<file path="src/rtl/parking_pkg.sv">
// Shared constants, state encoding and add-amount helpers for the parking meter.
package parking_pkg;

    localparam int CW            = 12;
    localparam int MAX_SEC_DEF   = 3599;
    localparam int GRACE_SEC_DEF = 10;
    localparam int ADD0_DEF      = 60;
    localparam int ADD1_DEF      = 120;
    localparam int ADD2_DEF      = 300;
    localparam int ADD3_DEF      = 600;

    typedef enum logic [1:0] {
        ST_IDLE    = 2'd0,
        ST_GRACE   = 2'd1,
        ST_PAID    = 2'd2,
        ST_EXPIRED = 2'd3
    } meter_state_e;

endpackage

</file>
<file path="src/rtl/credit_alu.sv">
// Combinational saturating credit update: highest-index add wins, optional
// one-second decrement, result clamped to [0, MAX_SEC].
module credit_alu
    import parking_pkg::*;
#(
    parameter int MAX_SEC = MAX_SEC_DEF,
    parameter int ADD0    = ADD0_DEF,
    parameter int ADD1    = ADD1_DEF,
    parameter int ADD2    = ADD2_DEF,
    parameter int ADD3    = ADD3_DEF
) (
    input  logic [CW-1:0] credit,
    input  logic          dec,
    input  logic [3:0]    add_req,
    output logic          add_hit,
    output logic [CW-1:0] result
);

    logic [CW+1:0] amount;
    logic [CW+1:0] sum;
    logic [CW+1:0] diff;

    always_comb begin
        amount = '0;
        if (add_req[3])      amount = (CW+2)'(ADD3);
        else if (add_req[2]) amount = (CW+2)'(ADD2);
        else if (add_req[1]) amount = (CW+2)'(ADD1);
        else if (add_req[0]) amount = (CW+2)'(ADD0);
        add_hit = |add_req;

        // Two guard bits keep credit + largest add from wrapping before the clamp.
        sum  = {2'b00, credit} + amount;
        diff = sum;
        if (dec && (sum != '0)) diff = sum - (CW+2)'(1);

        if (diff > (CW+2)'(MAX_SEC)) result = CW'(MAX_SEC);
        else                         result = diff[CW-1:0];
    end

endmodule

</file>
<file path="src/rtl/meter_controller.sv">
// Parking meter FSM: prepay in IDLE, free grace window, paid countdown and
// expiry. Every output comes straight from a flop.
module meter_controller
    import parking_pkg::*;
#(
    parameter int MAX_SEC   = MAX_SEC_DEF,
    parameter int GRACE_SEC = GRACE_SEC_DEF,
    parameter int ADD0      = ADD0_DEF,
    parameter int ADD1      = ADD1_DEF,
    parameter int ADD2      = ADD2_DEF,
    parameter int ADD3      = ADD3_DEF
) (
    input  logic        clk,
    input  logic        rst,
    input  logic        tick_1hz,
    input  logic        parked,
    input  logic [3:0]  add_req,
    output logic [11:0] sec_count,
    output logic [1:0]  state,
    output logic        blink,
    output logic        expired_pulse
);

    meter_state_e  state_q, state_d;
    logic [CW-1:0] credit_q, credit_d;
    logic [CW-1:0] grace_q, grace_d;
    logic          blink_q, blink_d;
    logic          pulse_q, pulse_d;

    logic          alu_dec;
    logic          add_hit;
    logic [CW-1:0] alu_credit;

    assign alu_dec = (state_q == ST_PAID) && tick_1hz;

    credit_alu #(
        .MAX_SEC (MAX_SEC),
        .ADD0    (ADD0),
        .ADD1    (ADD1),
        .ADD2    (ADD2),
        .ADD3    (ADD3)
    ) u_credit_alu (
        .credit  (credit_q),
        .dec     (alu_dec),
        .add_req (add_req),
        .add_hit (add_hit),
        .result  (alu_credit)
    );

    always_comb begin
        state_d  = state_q;
        credit_d = credit_q;
        grace_d  = grace_q;
        blink_d  = 1'b0;
        pulse_d  = 1'b0;

        case (state_q)
            ST_IDLE: begin
                credit_d = alu_credit;
                grace_d  = '0;
                if (parked) begin
                    if (alu_credit != '0) begin
                        state_d = ST_PAID;
                    end else begin
                        state_d = ST_GRACE;
                        grace_d = CW'(GRACE_SEC);
                    end
                end
            end
            ST_GRACE: begin
                if (!parked) begin
                    state_d  = ST_IDLE;
                    credit_d = '0;
                    grace_d  = '0;
                end else if (add_hit) begin
                    state_d  = ST_PAID;
                    credit_d = alu_credit;
                    grace_d  = '0;
                end else begin
                    blink_d = blink_q;
                    if (tick_1hz) begin
                        blink_d = ~blink_q;
                        if (grace_q <= CW'(1)) begin
                            state_d = ST_EXPIRED;
                            grace_d = '0;
                            blink_d = 1'b1;
                            pulse_d = 1'b1;
                        end else begin
                            grace_d = grace_q - CW'(1);
                        end
                    end
                end
            end
            ST_PAID: begin
                if (!parked) begin
                    state_d  = ST_IDLE;
                    credit_d = '0;
                    grace_d  = '0;
                end else begin
                    credit_d = alu_credit;
                    // Zero here means the tick consumed the last second with no add.
                    if (alu_credit == '0) begin
                        state_d = ST_EXPIRED;
                        blink_d = 1'b1;
                        pulse_d = 1'b1;
                    end
                end
            end
            ST_EXPIRED: begin
                if (!parked) begin
                    state_d  = ST_IDLE;
                    credit_d = '0;
                    grace_d  = '0;
                end else if (add_hit) begin
                    state_d  = ST_PAID;
                    credit_d = alu_credit;
                end else begin
                    credit_d = '0;
                    blink_d  = 1'b1;
                end
            end
            default: begin
                state_d  = ST_IDLE;
                credit_d = '0;
                grace_d  = '0;
            end
        endcase
    end

    always_ff @(posedge clk or posedge rst) begin
        if (rst) begin
            state_q  <= ST_IDLE;
            credit_q <= '0;
            grace_q  <= '0;
            blink_q  <= 1'b0;
            pulse_q  <= 1'b0;
        end else begin
            state_q  <= state_d;
            credit_q <= credit_d;
            grace_q  <= grace_d;
            blink_q  <= blink_d;
            pulse_q  <= pulse_d;
        end
    end

    assign sec_count     = credit_q;
    assign state         = state_q;
    assign blink         = blink_q;
    assign expired_pulse = pulse_q;

endmodule

</file>
<file path="config.mk">
export PLATFORM = sky130hd
export DESIGN_NAME = meter_controller
export DESIGN_NICKNAME = d
export VERILOG_FILES = /design/src/rtl/parking_pkg.sv /design/src/rtl/credit_alu.sv /design/src/rtl/meter_controller.sv
export SDC_FILE = /design/constraint.sdc
export NUM_CORES = 1
export LEC_CHECK = 0
export CAP_MARGIN = 25
export CORE_MARGIN = 1.5
export CORE_UTILIZATION = 54
export DETAILED_ROUTE_END_ITERATION = 10
export DONT_BUFFER_PORTS = 1
export GPL_TIMING_DRIVEN = 0
export HOLD_SLACK_MARGIN = 0.1
export PLACE_DENSITY_LB_ADDON = 0.1
export SLEW_MARGIN = 20
export SYNTH_ARGS = -nofsm -noshare
export SYNTH_HDL_FRONTEND = slang
export SYNTH_HIERARCHICAL = 1
export SYNTH_SLANG_ARGS = --single-unit
export TNS_END_PERCENT = 5
</file>
<file path="constraint.sdc">
create_clock -name clk -period 3.5 [get_ports clk]
set_input_delay 0.525 -clock clk [delete_from_list [all_inputs] [get_ports clk]]
set_output_delay 0.525 -clock clk [all_outputs]
set_load 0.005 [all_outputs]
</file>
==> Implementation_results.wiki, run 1 <==
{| class="wikitable"
! Metric !! Value
|-
| Result of the run || finished, violations left
|-
| Violated checks || negative setup slack
|-
| Bufs and invs on worst path || 3
|-
| Root buffer selected by CTS || sky130_fd_sc_hd__clkbuf_8
|-
| Area of the die || 0.00525 mm2
|-
| Final worst-path cycle share || 116%
|-
| I/O Pins || 24
|-
| Total power density per cell area || 937 mW/mm2
|-
| Kind of start point of the critical path || register
|-
| Fill cell total of the finished layout || between 300 and 400
|-
| Distinct cell type count after synthesis || 66
|-
| Total number of nets in the final design || between 300 and 400
|-
| Highest net fanout along the worst path || 7
|-
| Number of antenna-violating nets in the routed design || 0
|-
| Upper clock frequency limit || around 250 MHz
|-
| Gate count after technology mapping || between 300 and 400
|-
| Number of flops mapped to enable cells by yosys || 0
|-
| Setup violation total in the final timing report || 6
|-
| Family with the most delay on the worst path || simple AND/OR/NAND/NOR gates
|-
| Final worst-path setup slack || -0.551 ns
|-
| Crit end category || register
|-
| Worst Skew || around 0.0062 ns
|-
| Number of inserted diodes || 0
|-
| Reported max-cap violation count || 0
|-
| Synthesis-to-layout area growth || 24.4%
|-
| Ratio of cells with drive above 1 in the final layout || 28.8%
|-
| Core region area || around 0.0047 mm2
|-
| Largest voltage drop on the vdd net || around 0.49 mV
|-
| Post-detailed-placement half-perimeter wirelength || just over 5000 um
|-
| Data required time at the worst endpoint || between 3 and 4 ns
|-
| Horizontal die dimension || 72.5 um
|-
| Vert. Die Dim || 72.5 um
|-
| Number of nets produced by synthesis || about 330
|-
| RD Place Congestion || 0.878
|-
| Biggest area contributors in the synthesized netlist || sky130_fd_sc_hd__dfrtp_1 27%, sky130_fd_sc_hd__ha_1 7.7%, sky130_fd_sc_hd__a22o_1 4.4%
|-
| Number of design-rule violations left by the first detailed-router iteration || between 100 and 150
|-
| WS Path Type || register to register
|-
| Clock buffers created by TritonCTS || 3
|-
| Via count normalized by instance count || ~6.7
|-
| WL per Instance || between 15 and 20 um
|-
| Sink Count || 28
|-
| Ranking of synthesized cells by instance count || 28 x sky130_fd_sc_hd__dfrtp_1, 24 x sky130_fd_sc_hd__nor2_1, 19 x sky130_fd_sc_hd__a21oi_1, 16 x sky130_fd_sc_hd__ha_1
|-
| Hold violation count in the final report || 0
|-
| Number of remaining DRC errors || 0
|-
| Largest stage delay, worst path || about 0.44 ns
|-
| CTS tree || yes
|-
| CTS clk-pin slew, worst paths || about 0.10 ns
|-
| Data arrival time at the worst-slack endpoint || approximately 4.3 ns
|-
| Shortest clock period the worst path allows after layout || between 4 and 5 ns
|-
| RSZ-0062 raised after global routing || true
|-
| Tightest slew margin relative to the limit || around a third
|-
| Global-route wire length before repair || roughly 11000 um
|-
| Post-synthesis instance area || ~0.0026 mm2
|-
| Slew @ Worst Pin || around 0.98 ns
|-
| Count of pins over their slew limit || 0
|-
| Share of synthesized registers carrying an async set or reset || 100%
|-
| Buffers from clock root to sink, at most || 2
|-
| Global Route Usage Sum || 27.4%
|-
| Port Buf Inserts || 0
|-
| Fraction of the yosys area taken by sequential cells || 26.9%
|-
| Standard cell with the maximum stage delay on the critical path || sky130_fd_sc_hd__dfrtp_1
|-
| Kind of path behind the tightest hold check || input port to async pin
|-
| Sum of overflow across all layers after global routing || 0
|-
| Synthesized flop and latch total || 28
|-
| Biggest area consumer among synthesized cells || sky130_fd_sc_hd__dfrtp_1
|-
| Most common cell type on the critical path || sky130_fd_sc_hd__buf_4
|-
| Most frequently used flop master after synthesis || sky130_fd_sc_hd__dfrtp_1
|-
| Power after layout || between 3 and 4 mW
|-
| Number of warnings reported in the yosys synthesis log || 6
|-
| Count of TritonRoute iterations in the first routing pass || 4
|-
| Number of standard-cell rows in the floorplan || 25
|-
| Antenna violations before repair || 0
|-
| Count of vias placed by the detailed router || around 2500
|-
| Clock latency of the later-clocked register in the worst-skew pair || between 0.2 and 0.3 ns
|-
| Summed area of non-filler cells in the final layout || 0.00324 mm2
|-
| Initial standard-cell utilization of the core || about 56%
|-
| Wire length reported by the detailed router || between 7000 and 8000 um
|-
| Share of the synthesized area in the top cell type || 26.9%
|-
| Static leakage || 1.34 nW
|-
| Crit-path cells || ha_1 -> buf_4 -> nor2_1 -> or3b_4 -> a211oi_4 -> nand4_2 -> buf_4 -> buf_4 -> nand4_1 -> a32oi_2 -> a21boi_4 -> o211ai_1 -> nor4_4 -> and3_4 -> and3_4 -> a41oi_1 -> nor2b_1
|-
| Most frequently used cell type in the post-synthesis netlist || sky130_fd_sc_hd__dfrtp_1
|-
| Via count of the first global-routing pass || about 2400
|-
| Syn_area_per_cell || between 8 and 9 um2
|-
| Area after detailed placement || around 0.0028 mm2
|-
| H-Tree Depth || 1
|-
| Maximum number of pins on one net before global-route repair || 16
|}
==> final timing paths <==
kind,start,end,slack (ns),cells past startpoint
max,sec_count[4],expired_pulse,-0.55,17
max reg2reg,sec_count[4],expired_pulse,-0.55,17
max in group asynchronous,rst,sec_count[2],2.81,2
min in group clk,tick_1hz,blink,0.45,2
min reg2reg,grace_q[11],grace_q[11],0.56,2
min,rst,expired_pulse,0.18,1
==> cell families (layout without fill, tap and decap cells) <==
logic type,Yosys count,after routing,share of synthesized area (%)
DFF,28,28,26.9
and+or+nand+nor,121,121,27.3
buffers and inverters,19,43,2.88
xor gates and xnor gates,16,16,5.38
adders and majority gates,17,17,8.45
AOI/OAI and AO/OA,101,101,29.1
==> state kept, by name, summed over array words and instances, names as in the netlist <==
register       flops
blink              1
state              2
sec_count         12
grace_q           12
expired_pulse      1
==> layer usage <==
layer	vias to the layer above	global-route usage, %	share of wire (%)
met5	-	0	0
met1	1263	36.0	44
met3	8	1.39	2.6
met4	0	8.39	1.7
met2	56	48.5	52
li1	1207	-	-
==> cell type report <==
| cell class | instances | area, um2 | area share (%) |
|---|---|---|---|
| plain buffers | 9 | 40.0 | 1.24 |
| clock buffers | 4 | 55.1 | 1.70 |
| inverters | 9 | 33.8 | 1.04 |
| multi-input cells | 255 | 2180 | 67.2 |
| flip-flops and latches | 28 | 702 | 21.7 |
| well taps | 54 | 67.6 | 2.08 |
| repair buffers | 21 | 165 | 5.09 |
==> layout by cell type (no fill, tap or decap), types with 6 or more instances in the layout <==
cell type	n
sky130_fd_sc_hd__ha_1	13
sky130_fd_sc_hd__nand2_1	13
sky130_fd_sc_hd__a21o_1	6
sky130_fd_sc_hd__dfrtp_1	27
sky130_fd_sc_hd__inv_1	9
sky130_fd_sc_hd__xor2_1	7
sky130_fd_sc_hd__buf_4	21
sky130_fd_sc_hd__nand2b_1	7
sky130_fd_sc_hd__a21oi_1	15
sky130_fd_sc_hd__o21ai_0	8
sky130_fd_sc_hd__a22o_1	13
sky130_fd_sc_hd__nand4_1	8
sky130_fd_sc_hd__nor2_1	23
sky130_fd_sc_hd__nand3_1	8
==> timing repair <==
action	in CTS	in global routing
gates resized for setup	37	12
hold buffers	0	0
pin swaps	34	11
setup buffers	19	1
endpoints found under the setup margin	7	9
cloned	0	0
==> metrics by stage <==
| stage | setup WS, ns | utilization [%] | std cells | hold slack [ns] | TNS (ns) |
|---|---|---|---|---|---|
| after floorplan | -0.343 | - | 302 | 0.505 | -1.82 |
| after global placement | -0.955 | 58.8 | 356 | 0.533 | -7.44 |
| after detailed placement | -0.982 | 59.1 | 357 | 0.499 | -8.02 |
| after CTS | -0.393 | 67.4 | 379 | 0.195 | -2.01 |
| after global routing | -0.650 | 69.1 | 380 | 0.225 | -3.66 |
| final | -0.551 | 69.1 | 380 | 0.181 | -3.00 |
==> power breakdown <==
group / internal, mW / leakage [nW] / switching, mW
clock network: 0.101 / 0.0288 / 0.102
registers: 0.437 / 0.370 / 0.169
logic: 0.980 / 0.944 / 1.25
total: 1.52 / 1.34 / 1.52
Note: power is estimated with default switching activity, not from simulation.
==> run 2, diff against run 1 <==
Settings changed: CTS_BUF_LIST set to sky130_fd_sc_hd__clkbuf_2 sky130_fd_sc_hd__clkbuf_4 sky130_fd_sc_hd__clkbuf_8, PLACE_DENSITY set to 0.77, PLACE_DENSITY_LB_ADDON 0.1 to not set.
==> run 2 against run 1 <==
Compared with the run above:
- the flow still finishes with violations (negative setup slack)
- non-clock buffer count increased by 15
- critical path depth shrank 1
- maximum frequency decreased by 0.40%
- via count grew 8.1%
- largest power group unchanged
- highest routed layer unchanged
==> Implementation_results.wiki, run 2 (same netlist as run 1, synthesis figures left out) <==
{| class="wikitable"
! Metric !! Value
|-
| Number of antenna-violating nets in the routed design || 0 (unchanged)
|-
| Final worst-path setup slack || -0.567 ns (-0.0162 ns)
|-
| Fill cell total of the finished layout || 310 (-15%)
|-
| Ratio of cells with drive above 1 in the final layout || 33.1% (+4.3 points)
|-
| Core region area || 0.00469 mm2 (unchanged)
|-
| Slew @ Worst Pin || 0.995 ns (+0.0116 ns)
|-
| Count of vias placed by the detailed router || 2738 (+8.1%)
|-
| Maximum number of pins on one net before global-route repair || 29 (+13)
|-
| Buffers from clock root to sink, at most || 2 (unchanged)
|-
| RSZ-0062 raised after global routing || true
|-
| Count of TritonRoute iterations in the first routing pass || 4 (unchanged)
|-
| Crit end category || register
|-
| Wire length reported by the detailed router || 8120 um (+16%)
|-
| RD Place Congestion || 0.879 (+0.13%)
|-
| Sum of overflow across all layers after global routing || 0 (unchanged)
|-
| Root buffer selected by CTS || sky130_fd_sc_hd__clkbuf_8
|-
| Violated checks || negative setup slack
|-
| H-Tree Depth || 1 (unchanged)
|-
| CTS tree || yes
|-
| Global Route Usage Sum || 28.3% (+0.96 points)
|-
| Total power density per cell area || 971 mW/mm2 (+3.6%)
|-
| Worst reg2reg path depth || 14 (-3)
|-
| Area of the die || 0.00525 mm2 (unchanged)
|-
| Upper clock frequency limit || 246 MHz (-0.40%)
|-
| Via count normalized by instance count || 6.93 (+3.9%)
|-
| Global-route wire length before repair || 11800 um (+2.6%)
|-
| Highest-count cells in the layout ignoring fill and taps || 34 x sky130_fd_sc_hd__buf_4, 27 x sky130_fd_sc_hd__dfrtp_1, 23 x sky130_fd_sc_hd__nor2_1
|-
| Reported max-cap violation count || 0 (unchanged)
|-
| Antenna violations before repair || 0 (unchanged)
|-
| Tightest slew margin relative to the limit || 33.0% (-0.78 points)
|-
| WL per Instance || 20.5 um (+11%)
|-
| Worst Skew || 0.00726 ns (+0.00106 ns)
|-
| Number of standard-cell rows in the floorplan || 25 (unchanged)
|-
| Setup violation total in the final timing report || 6 (unchanged)
|-
| Result of the run || finished, violations left
|-
| Number of remaining DRC errors || 0 (unchanged)
|-
| Synthesis-to-layout area growth || 31.4%
|-
| Data arrival time at the worst-slack endpoint || 4.27 ns (about the same)
|-
| Sink Count || 28 (unchanged)
|-
| Horizontal die dimension || 72.5 um (unchanged)
|-
| Total number of nets in the final design || 367 (+4.3%)
|-
| Most common cell after layout, fill and taps aside || sky130_fd_sc_hd__buf_4
|-
| Highest net fanout along the worst path || 9 (+2)
|-
| I/O Pins || 24 (unchanged)
|-
| Setup slack of the worst register-to-register path || -0.55 ns (about the same)
|-
| Placed insts || 356 (-0.28%)
|-
| Kind of path behind the tightest hold check || input port to async pin
|-
| Vert. Die Dim || 72.5 um (unchanged)
|-
| WS Path Type || input port to register
|-
| Static leakage || 1.43 nW (+6.5%)
|-
| Final core area utilization || 73.0% (+3.9 points)
|-
| Number of design-rule violations left by the first detailed-router iteration || 153 (+22%)
|-
| Count of pins over their slew limit || 0 (unchanged)
|-
| Port Buf Inserts || 0 (unchanged)
|-
| Hold violation count in the final report || 0 (unchanged)
|-
| Initial standard-cell utilization of the core || 55.5% (unchanged)
|-
| Post-detailed-placement half-perimeter wirelength || 4820 um (-4.7%)
|-
| Final worst-path cycle share || 116% (+0.46 points)
|-
| Shortest clock period the worst path allows after layout || 4.07 ns (+0.0162 ns)
|-
| Kind of start point of the critical path || input port
|-
| Largest voltage drop on the vdd net || 0.553 mV (+14%)
|-
| CTS clk-pin slew, worst paths || 0.10 ns (about the same)
|-
| Post-layout instance count excluding filler cells || 395 (+3.9%)
|-
| Clock buffers created by TritonCTS || 3 (unchanged)
|-
| Data required time at the worst endpoint || 3.70 ns (about the same)
|-
| Number of inserted diodes || 0 (unchanged)
|-
| Via count of the first global-routing pass || 2405 (+1.0%)
|-
| Dpl ws || -0.947 ns (+0.0352 ns)
|-
| Clock latency of the later-clocked register in the worst-skew pair || 0.28 ns (about the same)
|}
-- run 2: changes by cell type in the layout (fill, tap and decap cells not counted), moves of 2 or more --
cell,change
sky130_fd_sc_hd__buf_6,+3
sky130_fd_sc_hd__o21ai_2,+2
sky130_fd_sc_hd__buf_4,+13
sky130_fd_sc_hd__o21ai_1,-2
sky130_fd_sc_hd__nand2_1,-2
sky130_fd_sc_hd__and2_4,+2
sky130_fd_sc_hd__and2_1,-2
sky130_fd_sc_hd__nand2_2,+2
-- run 2: layout make-up --
class / count / area, um2 / share of cell area [%]
Timing Repair Buffer: 36 / 278 / 8.11
Buffer: 9 / 43.8 / 1.28
Inverter: 9 / 33.8 / 0.986
Clock buffer: 3 / 41.3 / 1.21
Sequential cell: 28 / 702 / 20.5
Multi-Input combinational cell: 255 / 2230 / 65.1
Tap cell: 54 / 67.6 / 1.97
Clock inverter: 1 / 30.0 / 0.877
-- run 2: critical path, cell delays in order --
cell and delay (ns):
sky130_fd_sc_hd__inv_1 0.06, sky130_fd_sc_hd__a21o_1 0.19, sky130_fd_sc_hd__ha_1 0.26, sky130_fd_sc_hd__buf_2 0.19, sky130_fd_sc_hd__o211ai_1 0.21, sky130_fd_sc_hd__nor4_1 0.63, sky130_fd_sc_hd__nor3_4 0.14, sky130_fd_sc_hd__o2111ai_4 0.16
sky130_fd_sc_hd__o21ai_2 0.15, sky130_fd_sc_hd__or4_1 0.45, sky130_fd_sc_hd__xor2_1 0.22, sky130_fd_sc_hd__nand2_2 0.11, sky130_fd_sc_hd__nor4_4 0.34, sky130_fd_sc_hd__nand3_2 0.18, sky130_fd_sc_hd__a311oi_2 0.28, sky130_fd_sc_hd__a2bb2oi_1 0.18
-- run 2: path summary, 6_finish.rpt --
check / to / from
setup / recovery: state[1] / add_req[2]
hold / removal: sec_count[0] / rst
setup reg to reg: state[1] / sec_count[2]
hold reg to reg: grace_q[11] / grace_q[11]
max in group asynchronous: sec_count[2] / rst
min in group clk: expired_pulse / tick_1hz
-- run 2: stage by stage --
step           TNS, ns  hold slack, ns  area (um2)  total power [mW]
2_1_floorplan    -1.82           0.505        2690              2.01
3_5_place_dp     -7.23           0.521        2760              2.36
4_1_cts          -2.06           0.212        3170              2.96
6_report         -3.13           0.171        3420              3.33
5_1_grt          -4.09           0.224        3420              3.54
3_3_place_gp     -6.43           0.532        2760              2.33
-- run 2: power by group --
part	leakage, nW	switching, mW	total (mW)	internal [mW]
Sequential	0.370	0.172	0.609	0.437
Combinational	1.02	1.37	2.46	1.09
Clock	0.0357	0.104	0.257	0.153
Total	1.43	1.65	3.33	1.68
-- run 2: what timing repair did --
action	CTS	global route
hold buffers	0	0
setup endpoints to repair	6	10
pin swaps	29	28
buffers inserted	22	14
resized for setup	33	28
-- run 2: metal layers --
metal | wire length (um) | vias up | global-route usage (%)
met3 | 549 | 29 | 3.47
met2 | 4070 | 119 | 47.6
li1 | - | 1235 | -
met1 | 3220 | 1355 | 37.1
met5 | 0 | - | 0
met4 | 269 | 0 | 11.3
==> run 3, diff against run 2 <==
Settings changed: ABC_AREA set to 1.
==> run 3 against run 2 <==
Compared with the run above:
- the run still ends with negative setup slack left
- count of clock-buffer cells in the layout grew 1
- hold slack lost 0.032 ns
- power shrank 0.47%
- cell count grew 39%
- global-route usage shrank 3.9 points
- final area grew 1.8%
- flip-flop and latch count is the same
- combinational power grew 2%
- maximum frequency grew 13%
- clock power shrank 21%
- largest cell class unchanged
==> Implementation_results.wiki, run 3 <==
{| class="wikitable"
! Metric !! Value
|-
| Total number of nets in the final design || 504 (+37%)
|-
| Clock latency of the later-clocked register in the worst-skew pair || 0.28 ns (about the same)
|-
| Number of warnings reported in the yosys synthesis log || 6 (unchanged)
|-
| Met2 global-route usage || 44.8% (-2.9 points)
|-
| Number of flops mapped to enable cells by yosys || 0 (unchanged)
|-
| Horizontal die dimension || 76.1 um (+5.0%)
|-
| Summed area of non-filler cells in the final layout || 0.00348 mm2 (+1.8%)
|-
| Fill cell total of the finished layout || 457 (+47%)
|-
| Synthesized flop and latch total || 28 (unchanged)
|-
| Number of inserted diodes || 0 (unchanged)
|-
| WL per Instance || 13.7 um (-33%)
|-
| Count of TritonRoute iterations in the first routing pass || 5 (+1)
|-
| Share of the synthesized area in the top cell type || 24.3% (-2.6 points)
|-
| Result of the run || finished, violations left
|-
| Number of standard-cell rows in the floorplan || 26 (+4.0%)
|-
| Net switching fraction of the power || 54.9% (+5.3 points)
|-
| Final worst-path setup slack || -0.0905 ns (+0.476 ns)
|-
| Most frequently used cell type in the post-synthesis netlist || sky130_fd_sc_hd__nand2_1
|-
| I/O Pins || 24 (unchanged)
|-
| Relative contribution of combinational cells to total power || 75.5% (+1.5 points)
|-
| Violated checks || negative setup slack
|-
| Buffers from clock root to sink, at most || 2 (unchanged)
|-
| Port Buf Inserts || 0 (unchanged)
|-
| Final worst-path cycle share || 103% (-14 points)
|-
| Final core area utilization || 67.8% (-5.2 points)
|-
| Sink Count || 28 (unchanged)
|-
| Dpl ws || -0.467 ns (+0.479 ns)
|-
| Via count normalized by instance count || 5.42 (-22%)
|-
| Hold violation count in the final report || 0 (unchanged)
|-
| Most common cell after layout, fill and taps aside || sky130_fd_sc_hd__nand2_1
|-
| Largest voltage drop on the vdd net || 0.512 mV (-7.3%)
|-
| Most crowded layer after global routing || met2
|-
| Highest net fanout along the worst path || 8 (-1)
|-
| Global Route Usage Sum || 24.4% (-3.9 points)
|-
| Post-synthesis instance area || 0.00288 mm2 (+11%)
|-
| Area after detailed placement || 0.00302 mm2 (+9.4%)
|-
| Root buffer selected by CTS || sky130_fd_sc_hd__clkbuf_8
|-
| Data required time at the worst endpoint || 3.71 ns (about the same)
|-
| Core region area || 0.00514 mm2 (+9.5%)
|-
| Post-detailed-placement half-perimeter wirelength || 5430 um (+13%)
|-
| RD Place Congestion || 0.945 (+7.5%)
|-
| Total power density per cell area || 950 mW/mm2 (-2.2%)
|-
| Number of design-rule violations left by the first detailed-router iteration || 172 (+12%)
|-
| Static leakage || 1.76 nW (+23%)
|-
| Kind of start point of the critical path || input port
|-
| RSZ-0062 raised after global routing || true
|-
| Clock buffers created by TritonCTS || 3 (unchanged)
|-
| Shortest clock period the worst path allows after layout || 3.59 ns (-0.476 ns)
|-
| Ranking of synthesized cells by instance count || 141 x sky130_fd_sc_hd__nand2_1, 57 x sky130_fd_sc_hd__inv_1, 57 x sky130_fd_sc_hd__nor2_1, 52 x sky130_fd_sc_hd__nand3_1, 28 x sky130_fd_sc_hd__dfrtp_1
|-
| Area of the die || 0.00579 mm2 (+10%)
|-
| Worst Skew || 0.00782 ns (+0.000560 ns)
|-
| Standard cell with the maximum stage delay on the critical path || sky130_fd_sc_hd__fa_2
|-
| Number of antenna-violating nets in the routed design || 0 (unchanged)
|-
| Vert. Die Dim || 76.1 um (+5.0%)
|-
| Distinct cell type count after synthesis || 35 (-47%)
|-
| Setup violation total in the final timing report || 4 (-2)
|-
| Wire length reported by the detailed router || 7510 um (-7.5%)
|-
| Crit end category || register
|-
| Via count of the first global-routing pass || 2709 (+13%)
|-
| Portion of total power attributed to the clock network || 6.1% (-1.6 points)
|-
| Slew @ Worst Pin || 0.477 ns (-0.518 ns)
|-
| Count of pins over their slew limit || 0 (unchanged)
|-
| Biggest area consumer among synthesized cells || sky130_fd_sc_hd__dfrtp_1
|-
| Number of remaining DRC errors || 0 (unchanged)
|-
| Reported max-cap violation count || 0 (unchanged)
|-
| Kind of path behind the tightest hold check || input port to async pin
|-
| Number of nets produced by synthesis || 480 (+47%)
|-
| Count of vias placed by the detailed router || 2971 (+8.5%)
|-
| Gate count after technology mapping || 455 (+51%)
|-
| CTS tree || yes
|-
| Largest stage delay, worst path || 0.42 ns (-0.21 ns)
|-
| Synthesis-to-layout area growth || 20.9%
|-
| Maximum number of pins on one net before global-route repair || 19 (-34%)
|-
| Data arrival time at the worst-slack endpoint || 3.80 ns (-0.47 ns)
|-
| Share of synthesized registers carrying an async set or reset || 100% (unchanged)
|-
| Most common cell type on the critical path || sky130_fd_sc_hd__nand2_2
|-
| Sum of overflow across all layers after global routing || 0 (unchanged)
|-
| Tightest slew margin relative to the limit || 68.2% (+35 points)
|-
| Fraction of the yosys area taken by sequential cells || 24.3% (-2.6 points)
|-
| H-Tree Depth || 1 (unchanged)
|-
| Global-route wire length before repair || 11900 um (+1.1%)
|-
| Sequential share of power || 18.4% (about the same)
|-
| Syn_area_per_cell || 6.34 um2 (-27%)
|-
| Met1 usage || 30.9% (-6.1 points)
|-
| Highest-count cells in the layout ignoring fill and taps || 125 x sky130_fd_sc_hd__nand2_1, 54 x sky130_fd_sc_hd__inv_1, 45 x sky130_fd_sc_hd__nor2_1
|-
| Cell internal power dissipation || 1.49 mW (-11%)
|-
| WS Path Type || input port to register
|-
| Ratio of cells with drive above 1 in the final layout || 24.9% (-8.2 points)
|-
| GR Util met3 || 1.68% (-1.8 points)
|-
| Most frequently used flop master after synthesis || sky130_fd_sc_hd__dfrtp_1
|-
| Antenna violations before repair || 0 (unchanged)
|-
| Initial standard-cell utilization of the core || 56.1% (+0.54 points)
|-
| Upper clock frequency limit || 279 MHz (+13%)
|-
| Switching power || 1.82 mW (+10%)
|-
| CTS clk-pin slew, worst paths || 0.10 ns (about the same)
|-
| Biggest area contributors in the synthesized netlist || sky130_fd_sc_hd__dfrtp_1 24%, sky130_fd_sc_hd__nand2_1 18%, sky130_fd_sc_hd__nand3_1 9.0%
|}
## run 3: changes by cell type after synthesis, sizes merged, moves of 7 or more
cell,change
a21oi,-11
nand3,+45
nand2b,-8
nor2,+43
inv,+54
and2,-7
nand2,+140
nor4,-8
a22o,-13
## run 3: final cells by class
type / instances / area, um2 / share of cell area [%]
Multi-Input combinational cell: 359 / 2170 / 62.2
Sequential cell: 28 / 702 / 20.1
Inverter: 63 / 240 / 6.89
Timing Repair Buffer: 19 / 188 / 5.39
Tap cell: 70 / 87.6 / 2.51
Clock buffer: 4 / 55.1 / 1.58
Buffer: 5 / 43.8 / 1.26
## run 3: repair_timing
action | CTS | global route
pin swaps | 2 | 34
hold buffers | 0 | 0
buffers inserted | 3 | 14
gates cloned | 0 | 1
resized for setup | 9 | 55
endpoints found under the setup margin | 6 | 6
## run 3: cell families (layout without fill, tap and decap cells)
group,Yosys count,in the layout,synth area share (%)
AO/OA/AOI/OAI,24,24,4.64
adder cells (fa/ha/maj),17,17,7.64
XOR/XNOR,13,13,4.21
AND/OR/NAND/NOR,305,305,49.6
flip-flops,28,28,24.3
buffers and inverters,68,91,9.59
## run 3: metal layers
layer / routed length, um / vias to the layer above
met1: 3250 / 1391
met3: 255 / 18
met2: 3860 / 77
met5: 0 / -
li1: - / 1485
met4: 145 / 0
## run 3: final timing paths
| check | from | endpoint | slack [ns] | depth (start not counted) |
|---|---|---|---|---|
| max | add_req[1] | grace_q[1] | -0.09 | 28 |
| min | rst | expired_pulse | 0.14 | 1 |
| max in group asynchronous | rst | sec_count[2] | 2.90 | 2 |
| max reg2reg | sec_count[2] | grace_q[1] | -0.06 | 25 |
| min reg2reg | grace_q[0] | grace_q[0] | 0.54 | 1 |
| min in group clk | tick_1hz | expired_pulse | 0.42 | 2 |
## run 3: stage by stage
stage	setup TNS [ns]	instances	hold slack (ns)	power (mW)
3_5_place_dp	-2.29	526	0.458	2.63
3_3_place_gp	-1.90	525	0.497	2.59
4_1_cts	0	533	0.152	2.92
6_report	-0.323	548	0.139	3.31
5_1_grt	-1.64	548	0.179	3.64
2_1_floorplan	-0.0209	455	0.473	2.22
## run 3: critical path, delay by kind of cell
family	cells	cell delay [ns]
adder cells (fa/ha/maj)	2	0.59
AO/OA/AOI/OAI	2	0.20
AND/OR/NAND/NOR	20	2.10
buffers and inverters	4	0.35
## run 3: power by group through the flow
stage | registers [mW] | clock network, mW | logic (mW)
2_1_floorplan | 0.558 | 0 | 1.66
3_3_place_gp | 0.601 | 0 | 1.99
3_5_place_dp | 0.604 | 0 | 2.03
4_1_cts | 0.599 | 0.206 | 2.12
5_1_grt | 0.630 | 0.218 | 2.79
6_report | 0.610 | 0.202 | 2.50
